===== src/rtl/ss_input_ctrl.sv =====
// ss_input_ctrl: input conditioning for the ScooterShooter core.
// Decodes PS/2 key events into held-key state and merges them with both joystick words.
// Drives the core's active-low control inputs, shapes coin requests into timed pulses
// with a queue of pending requests, and toggles a pause request on each pause press.
module ss_input_ctrl #(
  parameter int CLK_HZ   = 49152000,
  parameter int PULSE_MS = 50,
  parameter int GAP_MS   = 50,
  parameter int PEND_MAX = 3
) (
  input  logic        clk_49m,
  input  logic        reset,
  input  logic [10:0] ps2_key,
  input  logic [15:0] joystick_0,
  input  logic [15:0] joystick_1,
  output logic [1:0]  coin_n,
  output logic [1:0]  start_n,
  output logic        service_n,
  output logic [3:0]  p1_joy_n,
  output logic [3:0]  p2_joy_n,
  output logic        p1_fire_n,
  output logic        p2_fire_n,
  output logic        pause_req
);

  localparam int TICK_DIV = CLK_HZ / 1000;
  localparam int PS_W     = (TICK_DIV > 1) ? $clog2(TICK_DIV) : 1;
  localparam int MS_MAX   = (PULSE_MS > GAP_MS) ? PULSE_MS : GAP_MS;
  localparam int MS_W     = $clog2(MS_MAX + 1);
  localparam int PEND_W   = $clog2(PEND_MAX + 1);

  // Bit positions inside the held-key register
  localparam int K_START1 = 0,  K_START2 = 1,  K_COIN1 = 2,  K_COIN2 = 3;
  localparam int K_SERV   = 4,  K_PAUSE  = 5;
  localparam int K_P1U    = 6,  K_P1D    = 7,  K_P1L   = 8,  K_P1R   = 9,  K_P1F = 10;
  localparam int K_P2U    = 11, K_P2D    = 12, K_P2L   = 13, K_P2R   = 14, K_P2F = 15;

  typedef enum logic [1:0] {ST_IDLE = 2'd0, ST_PULSE = 2'd1, ST_GAP = 2'd2} coin_st_t;

  logic              r_ps2_tog;
  logic [15:0]       r_keys;
  logic [PS_W-1:0]   r_ps_cnt;
  coin_st_t          r_state  [2];
  logic [MS_W-1:0]   r_ms_cnt [2];
  logic [PEND_W-1:0] r_pend   [2];
  logic [1:0]        r_coin_prev;
  logic [1:0]        r_coin_n;
  logic              r_pause_prev;
  logic              r_pause_req;

  logic [3:0] w_m_p1;
  logic [3:0] w_m_p2;
  logic [1:0] w_m_start;
  logic       w_m_fire1;
  logic       w_m_fire2;
  logic [1:0] w_coin_req;
  logic [1:0] w_coin_edge;
  logic       w_pause;
  logic       w_ms_tick;
  logic       w_unused;

  // Merged held state, packed as {D,U,R,L} for the joystick groups
  assign w_m_p1      = {r_keys[K_P1D] | joystick_0[2], r_keys[K_P1U] | joystick_0[3],
                        r_keys[K_P1R] | joystick_0[0], r_keys[K_P1L] | joystick_0[1]};
  assign w_m_p2      = {r_keys[K_P2D] | joystick_1[2], r_keys[K_P2U] | joystick_1[3],
                        r_keys[K_P2R] | joystick_1[0], r_keys[K_P2L] | joystick_1[1]};
  assign w_m_start   = {r_keys[K_START2] | joystick_1[5], r_keys[K_START1] | joystick_0[5]};
  assign w_m_fire1   = r_keys[K_P1F] | joystick_0[4];
  assign w_m_fire2   = r_keys[K_P2F] | joystick_1[4];
  assign w_coin_req  = {r_keys[K_COIN2], r_keys[K_COIN1] | joystick_0[6] | joystick_1[6]};
  assign w_coin_edge = w_coin_req & ~r_coin_prev;
  assign w_pause     = r_keys[K_PAUSE] | joystick_0[7] | joystick_1[7];
  assign w_ms_tick   = (r_ps_cnt == PS_W'(TICK_DIV - 1));
  assign w_unused    = &{1'b0, ps2_key[8], joystick_0[15:8], joystick_1[15:8]};

  assign coin_n    = r_coin_n;
  assign pause_req = r_pause_req;

  // Detect a new PS/2 event by its toggle bit and latch pressed/released for known codes
  always_ff @(posedge clk_49m or negedge reset) begin
    if (!reset) begin
      r_ps2_tog <= 1'b0;
      r_keys    <= 16'h0000;
    end else begin
      r_ps2_tog <= ps2_key[10];
      if (ps2_key[10] != r_ps2_tog) begin
        case (ps2_key[7:0])
          8'h16:   r_keys[K_START1] <= ps2_key[9];
          8'h1E:   r_keys[K_START2] <= ps2_key[9];
          8'h2E:   r_keys[K_COIN1]  <= ps2_key[9];
          8'h36:   r_keys[K_COIN2]  <= ps2_key[9];
          8'h46:   r_keys[K_SERV]   <= ps2_key[9];
          8'h4D:   r_keys[K_PAUSE]  <= ps2_key[9];
          8'h75:   r_keys[K_P1U]    <= ps2_key[9];
          8'h72:   r_keys[K_P1D]    <= ps2_key[9];
          8'h6B:   r_keys[K_P1L]    <= ps2_key[9];
          8'h74:   r_keys[K_P1R]    <= ps2_key[9];
          8'h14:   r_keys[K_P1F]    <= ps2_key[9];
          8'h1D:   r_keys[K_P2U]    <= ps2_key[9];
          8'h1B:   r_keys[K_P2D]    <= ps2_key[9];
          8'h1C:   r_keys[K_P2L]    <= ps2_key[9];
          8'h23:   r_keys[K_P2R]    <= ps2_key[9];
          8'h2A:   r_keys[K_P2F]    <= ps2_key[9];
          default: r_keys           <= r_keys;
        endcase
      end
    end
  end

  // Register the inverted merged state onto the active-low direct outputs
  always_ff @(posedge clk_49m or negedge reset) begin
    if (!reset) begin
      p1_joy_n  <= 4'b1111;
      p2_joy_n  <= 4'b1111;
      start_n   <= 2'b11;
      service_n <= 1'b1;
      p1_fire_n <= 1'b1;
      p2_fire_n <= 1'b1;
    end else begin
      p1_joy_n  <= ~w_m_p1;
      p2_joy_n  <= ~w_m_p2;
      start_n   <= ~w_m_start;
      service_n <= ~r_keys[K_SERV];
      p1_fire_n <= ~w_m_fire1;
      p2_fire_n <= ~w_m_fire2;
    end
  end

  // Free-running millisecond prescaler
  always_ff @(posedge clk_49m or negedge reset) begin
    if (!reset) begin
      r_ps_cnt <= {PS_W{1'b0}};
    end else if (w_ms_tick) begin
      r_ps_cnt <= {PS_W{1'b0}};
    end else begin
      r_ps_cnt <= r_ps_cnt + PS_W'(1);
    end
  end

  // Per-slot coin shaper. The first tick after entering PULSE or GAP only aligns to the
  // prescaler, so each phase lasts at least PULSE_MS / GAP_MS whole milliseconds.
  always_ff @(posedge clk_49m or negedge reset) begin
    if (!reset) begin
      for (int s = 0; s < 2; s++) begin
        r_state[s]  <= ST_IDLE;
        r_ms_cnt[s] <= {MS_W{1'b0}};
        r_pend[s]   <= {PEND_W{1'b0}};
      end
      r_coin_prev <= 2'b00;
      r_coin_n    <= 2'b11;
    end else begin
      r_coin_prev <= w_coin_req;
      for (int s = 0; s < 2; s++) begin
        case (r_state[s])
          ST_IDLE: begin
            if (w_coin_edge[s] || (r_pend[s] != {PEND_W{1'b0}})) begin
              r_state[s]  <= ST_PULSE;
              r_ms_cnt[s] <= {MS_W{1'b0}};
              r_coin_n[s] <= 1'b0;
              // An edge arriving while requests wait joins the queue tail, net count unchanged
              if (!w_coin_edge[s]) begin
                r_pend[s] <= r_pend[s] - PEND_W'(1);
              end
            end
          end
          ST_PULSE: begin
            if (w_coin_edge[s] && (r_pend[s] != PEND_W'(PEND_MAX))) begin
              r_pend[s] <= r_pend[s] + PEND_W'(1);
            end
            if (w_ms_tick) begin
              if (r_ms_cnt[s] == MS_W'(PULSE_MS)) begin
                r_state[s]  <= ST_GAP;
                r_ms_cnt[s] <= {MS_W{1'b0}};
                r_coin_n[s] <= 1'b1;
              end else begin
                r_ms_cnt[s] <= r_ms_cnt[s] + MS_W'(1);
              end
            end
          end
          ST_GAP: begin
            if (w_coin_edge[s] && (r_pend[s] != PEND_W'(PEND_MAX))) begin
              r_pend[s] <= r_pend[s] + PEND_W'(1);
            end
            if (w_ms_tick) begin
              if (r_ms_cnt[s] == MS_W'(GAP_MS)) begin
                r_state[s]  <= ST_IDLE;
                r_ms_cnt[s] <= {MS_W{1'b0}};
              end else begin
                r_ms_cnt[s] <= r_ms_cnt[s] + MS_W'(1);
              end
            end
          end
          default: begin
            r_state[s]  <= ST_IDLE;
            r_coin_n[s] <= 1'b1;
          end
        endcase
      end
    end
  end

  // Toggle the pause request on each rising edge of the merged pause input
  always_ff @(posedge clk_49m or negedge reset) begin
    if (!reset) begin
      r_pause_prev <= 1'b0;
      r_pause_req  <= 1'b0;
    end else begin
      r_pause_prev <= w_pause;
      if (w_pause && !r_pause_prev) begin
        r_pause_req <= ~r_pause_req;
      end else begin
        r_pause_req <= r_pause_req;
      end
    end
  end

endmodule


===== config.mk =====
export PLATFORM = sky130hd
export DESIGN_NAME = ss_input_ctrl
export DESIGN_NICKNAME = d
export VERILOG_FILES = /design/src/rtl/ss_input_ctrl.sv
export SDC_FILE = /design/constraint.sdc
export NUM_CORES = 1
export LEC_CHECK = 0
export BUFFER_PORTS_ARGS = -buffer_cell sky130_fd_sc_hd__buf_2
export CORE_ASPECT_RATIO = 1.2
export CORE_MARGIN = 4
export CORE_UTILIZATION = 56
export CTS_CLUSTER_DIAMETER = 80
export DETAILED_ROUTE_END_ITERATION = 16
export PLACE_DENSITY_LB_ADDON = 0.08
export SKIP_CTS_REPAIR_TIMING = 1
export SYNTH_ARGS = -nofsm -noshare
export SYNTH_HDL_FRONTEND = slang
export SYNTH_SLANG_ARGS = --single-unit

===== constraint.sdc =====
create_clock -name clk_49m -period 2.5 [get_ports clk_49m]
set_input_delay 0.375 -clock clk_49m [delete_from_list [all_inputs] [get_ports clk_49m]]
set_output_delay 0.375 -clock clk_49m [all_outputs]
set_load 0.1 [all_outputs]

==> results of run 1 <==
==> layout make-up <==
class                           count  area (um2)  share of cell area [%]
Clock buffer                       10         128                    3.13
Clock inverter                      6        61.3                    1.50
Inverter                           14        52.6                    1.29
Multi-Input combinational cell    243        1660                    40.6
Sequential cell                    72        1820                    44.6
Tap cell                           82         103                    2.51
Timing Repair Buffer               47         258                    6.32
==> kinds of logic after synthesis <==
kind of cell | share of synthesized area, %
xor gates and xnor gates | 3.45
adders and majority gates | 5.28
AOI/OAI and AO/OA | 10.1
muxes | 6.62
and+or+nand+nor | 21.2
DFF | 51.2
buffers and inverters | 2.18
==> power by group <==
part           leakage, nW  internal (mW)  switching (mW)  total (mW)
Clock               0.0960          0.457           0.417       0.875
Combinational        0.956          0.398           0.776        1.17
Sequential           0.907           1.31           0.102        1.41
==> placed cells by master (no fill, tap or decap), drive strengths merged, types with 4 or more instances in the layout <==
cell type,count
xnor2,6
nand4,4
nor2,39
and2,4
or3,4
nand2,23
and3,5
clkbuf,10
a31oi,4
nand3,23
dfrtp,57
o21ai,11
nor2b,8
buf,47
ha,15
clkinv,4
o31ai,6
xor2,8
dfstp,15
mux2,20
a21o,4
nor3,10
nand2b,6
a21oi,7
inv,14
==> stage by stage <==
step / utilization [%] / cell area [um2] / power, mW
after floorplan: - / 3560 / 2.35
after global placement: 63.9 / 3890 / 2.57
after detailed placement: 63.9 / 3890 / 2.61
after CTS: 67.0 / 4080 / 3.49
after global routing: 67.0 / 4080 / 3.68
final: 67.0 / 4080 / 3.46
==> worst register-to-register path: stages, from the launching register on <==
cell and delay (ps):
dfrtp_1 400, inv_1 100, ha_1 140, or3b_1 380
nor2_1 260, nand3_1 160, a21oi_1 250, mux2_2 360
==> layer usage <==
metal | vias to the layer above | global-route usage (%)
met4 | 0 | 8.31
met5 | - | 0
met3 | 10 | 4.91
li1 | 1290 | -
met2 | 48 | 34.8
met1 | 1271 | 23.0
==> worst paths after layout <==
path	endpoint	slack, ps	cells after the start
max	r_state[3]	320	7
min	r_coin_prev[0]	50	1
max reg2reg	r_state[3]	320	7
min reg2reg	p2_joy_n[1]	380	1
max in group asynchronous	start_n[1]	1730	2
min in group clk_49m	p2_joy_n[3]	140	2
==> state kept, by name, summed over array words and instances, names as in the netlist <==
signal        count
start_n           2
pause_req         1
r_ps_cnt         16
service_n         1
p1_joy_n          4
r_keys           16
coin_n            2
r_pend            4
r_pause_prev      1
r_coin_prev       2
r_ms_cnt         12
p1_fire_n         1
r_state           4
r_ps2_tog         1
p2_joy_n          4
p2_fire_n         1
==> out/metrics.csv, run 1 <==
metric,value,unit
drt_pre_antenna_iters,4,
setup-violations-final,0,
grt_pass1_vias,2670,
clkLatencyLatePin,340,ps
wl_met2,3420,um
synth-edff-count,0,
antenna_found_initial,0,
wl_met1,2850,um
grt-ovfl-total,0,
cts_sinks,72,
synth_top_area_share,40.1,%
ys_types,55,
fp.coreArea,6090,um2
drc,0,
hold_path_class,in -> async,
cp-start-kind,flop,
clk_pin_slew,70,ps
yosysWarnings,0,
grt_max_degree,47,
final_max_slew_viol_count,0,
fin_nets,447,
cp.arrival,2400,ps
synth.most_common_cell,dfrtp_1,
dr.max_layer_used,met4,
wl,6610,um
crit_family,simple AND/OR/NAND/NOR gates,
grt_pass1_wl,11700,um
critPathSlowestCell,dfrtp_1,
num_vias,2619,
yosys.area.top_type,dfrtp_1,
ys_async_sr_fraction,100,%
path_cells,inv_1 > ha_1 > or3b_1 > nor2_1 > nand3_1 > a21oi_1 > mux2_2,
timing.fmax,0.458,GHz
gp_congestion,0.856,
syn_nets,395,
clockBufferDepth,2,
ys.flop_type,dfrtp_1,
reg2reg_from,r_ms_cnt[6],
track_usage,19.8,%
worst_path_largest_cell_delay,400,ps
setup.worst_path.end_class,flop,
antennaDiodeCount,0,
tightest_slew,722,ps
numCtsBuffers,9,
die_width,80.7,um
area_delta_synth_final,14.7,%
portBuffers,43,
cts-root-buf,clkbuf_8,
tns,0,ps
row_count,31,
path_class,reg -> reg,
detail_route.iter0.violations,95,
cts.htree.levels,3,
ys_seq_area_share,51.2,%
syn_area_per_cell,10.6,um2
io-pin-count,61,
drv_cap,0,
syn_area,3560,um2
fin_ws,319,ps
cellLeakagePower,1.96,nW
hold_slack,50.3,ps
cp_num_buf_inv,1,
p_per_area,848,nW/um2
viasPerCell,5.53,
wl_met3,229,um
antenna_left,0,
ir_worst_vdd,563,uV
dieArea,7690,um2
cts_tree,built,
cp_max_fo,4,
synth_top_cells_by_count,"dfrtp_1, nor2_1, nand2_1",
nFillCells,525,
layout-drive-gt1-share,27.6,%
fin_skew,9.12,ps
syn_inst,335,
outcome,finished clean,
die_height,95.3,um
routedWlPerCell,13.9,um
fin_crit,2180,ps
dp.cells,458,
worstPathRequired,2720,ps
synth_seq_cells,72,
initial_core_util,58.4,%
synth_area_leaders,"dfrtp_1, dfstp_2, mux2_2",
finalCritPeriodShare,87.2,%
rsz0062_at_grt,no,
pre_cts_ws,318,ps
instances_no_fill,474,
slew_headroom,51.3,%
hold_violations,0,
critPathLaunch,r_ms_cnt[6],
hpwl,4910,um
(Power assumes the default switching activity.)
==> run 2: changes to the inputs <==
==> constraint.sdc (replaced) <==
create_clock -name clk_49m -period 2.5 [get_ports clk_49m]
set_input_delay 0 -clock clk_49m [delete_from_list [all_inputs] [get_ports clk_49m]]
set_output_delay 0 -clock clk_49m [all_outputs]
set_load 0.1 [all_outputs]
==> out/metrics.csv, run 2 (synthesis results as in run 1) <==
metric,value,unit
drt_pre_antenna_iters,4,
area_delta_synth_final,19.2,%
wl_met1,2950,um
portBuffers,43,
tightest_slew,826,ps
dr.max_layer_used,met4,
layout_commonest_cell,dfrtp_1,
die_height,95.3,um
clkLatencyLatePin,340,ps
num_vias,2682,
outcome,finished clean,
wl_met2,3530,um
gp_congestion,0.857,
p_per_area,803,nW/um2
wl_met3,275,um
antennaDiodeCount,0,
fin_nets,466,
row_count,31,
path_class,reg -> reg,
hpwl,4900,um
rsz0062_at_grt,no,
grt_pass1_vias,2642,
viasPerCell,5.44,
cp-start-kind,flop,
hold_path_class,in -> reg,
final_cell_mix,"dfrtp_1, buf_2, nor2_1",
reg2reg_slack,340,ps
timing.fmax,0.464,GHz
fp.coreArea,6090,um2
grt_pass1_wl,11500,um
clk_pin_slew,80,ps
antenna_found_initial,0,
io-pin-count,61,
layout-drive-gt1-share,26.5,%
cp_max_fo,4,
post_dp_cell_area,3890,um2
wl,6850,um
cts_sinks,72,
numCtsBuffers,9,
top_regs,"r_keys: 16 flops, r_ps_cnt: 16 flops, r_ms_cnt: 12 flops",
drc,0,
worst-r2r-cell-count,7,
worstPathRequired,2730,ps
cp.arrival,2380,ps
detail_route.iter0.violations,67,
dp.cells,459,
fin_skew,4.03,ps
setup-violations-final,0,
min_from,ps2_key[9],
hold-path-endpoint,r_keys[10],
fin_area,4240,um2
r2r-end,r_state[3],
nFillCells,461,
cts-root-buf,clkbuf_8,
reg2reg_from,r_ms_cnt[6],
slew_headroom,44.9,%
setup.worst_path.end_class,flop,
hold_path_depth,3,
cts.htree.levels,3,
tns,0,ps
dieArea,7690,um2
ir_worst_vdd,483,uV
cts_tree,built,
finalCritPeriodShare,86.2,%
p_total,3.41,mW
grt_max_degree,39,
antenna_left,0,
track_usage,19.5,%
routedWlPerCell,13.9,um
final_max_slew_viol_count,0,
grt-ovfl-total,0,
instances_no_fill,493,
fin_crit,2160,ps
cellLeakagePower,2.01,nW
hold_violations,0,
die_width,80.7,um
clockBufferDepth,2,
drv_cap,0,
initial_core_util,58.4,%
==> run 2: changes by cell type in the layout (fill, tap and decap cells not counted) <==
cell           change
dlygate4sd3_1     +18
buf_4              +2
clkinv_2           -2
clkinvlp_4         +2
buf_12             -1
bufinv_16          -1
inv_6              +1
==> run 2: worst max path at each step <==
stage,startpoint,endpoint,slack [ps],cells after the start
finish,r_ms_cnt[6],r_state[3],340,7
global route,r_ms_cnt[6],r_state[3],140,7
CTS,r_ms_cnt[6],r_state[3],340,7
detailed placement,r_ms_cnt[6],r_state[3],350,7
global placement,r_ms_cnt[6],r_state[2],380,7
floorplan,r_ms_cnt[6],r_state[2],580,7
==> run 2: layer usage <==
layer / GRT usage [%] / up-vias
met2: 33.6 / 63
met5: 0 / -
li1: - / 1329
met1: 23.8 / 1281
met4: 6.62 / 0
met3: 5.01 / 9
==> run 2: power breakdown <==
group,internal (mW),leakage (nW),switching (mW)
clock network,0.363,0.0789,0.450
registers,1.31,0.907,0.101
logic,0.414,1.03,0.771
==> run 2: per-stage QoR <==
step	setup WS (ps)	hold slack, ps	utilization (%)
2_1_floorplan	578	-296	-
3_3_place_gp	381	116	63.8
3_5_place_dp	354	118	63.8
4_1_cts	335	-257	66.7
5_1_grt	140	58.2	69.6
6_report	344	57.0	69.6
==> run 2: area by class of cell <==
| cell class | count | area, um2 | area share [%] |
|---|---|---|---|
| sequential | 72 | 1820 | 42.9 |
| timing repair buffer | 66 | 433 | 10.2 |
| clock buffer | 10 | 128 | 3.01 |
| clock inverter | 6 | 45.0 | 1.06 |
| tap | 82 | 103 | 2.42 |
| multi-input combinational | 243 | 1660 | 39.1 |
| inverter | 14 | 52.6 | 1.24 |
==> run 2: worst max-delay path: stages (launching register included) <==
cell and delay (ps):
dfrtp_1 400, inv_1 100, ha_1 140, or3b_1 380, nor2_1 240, nand3_1 180, a21oi_1 250, mux2_2 360
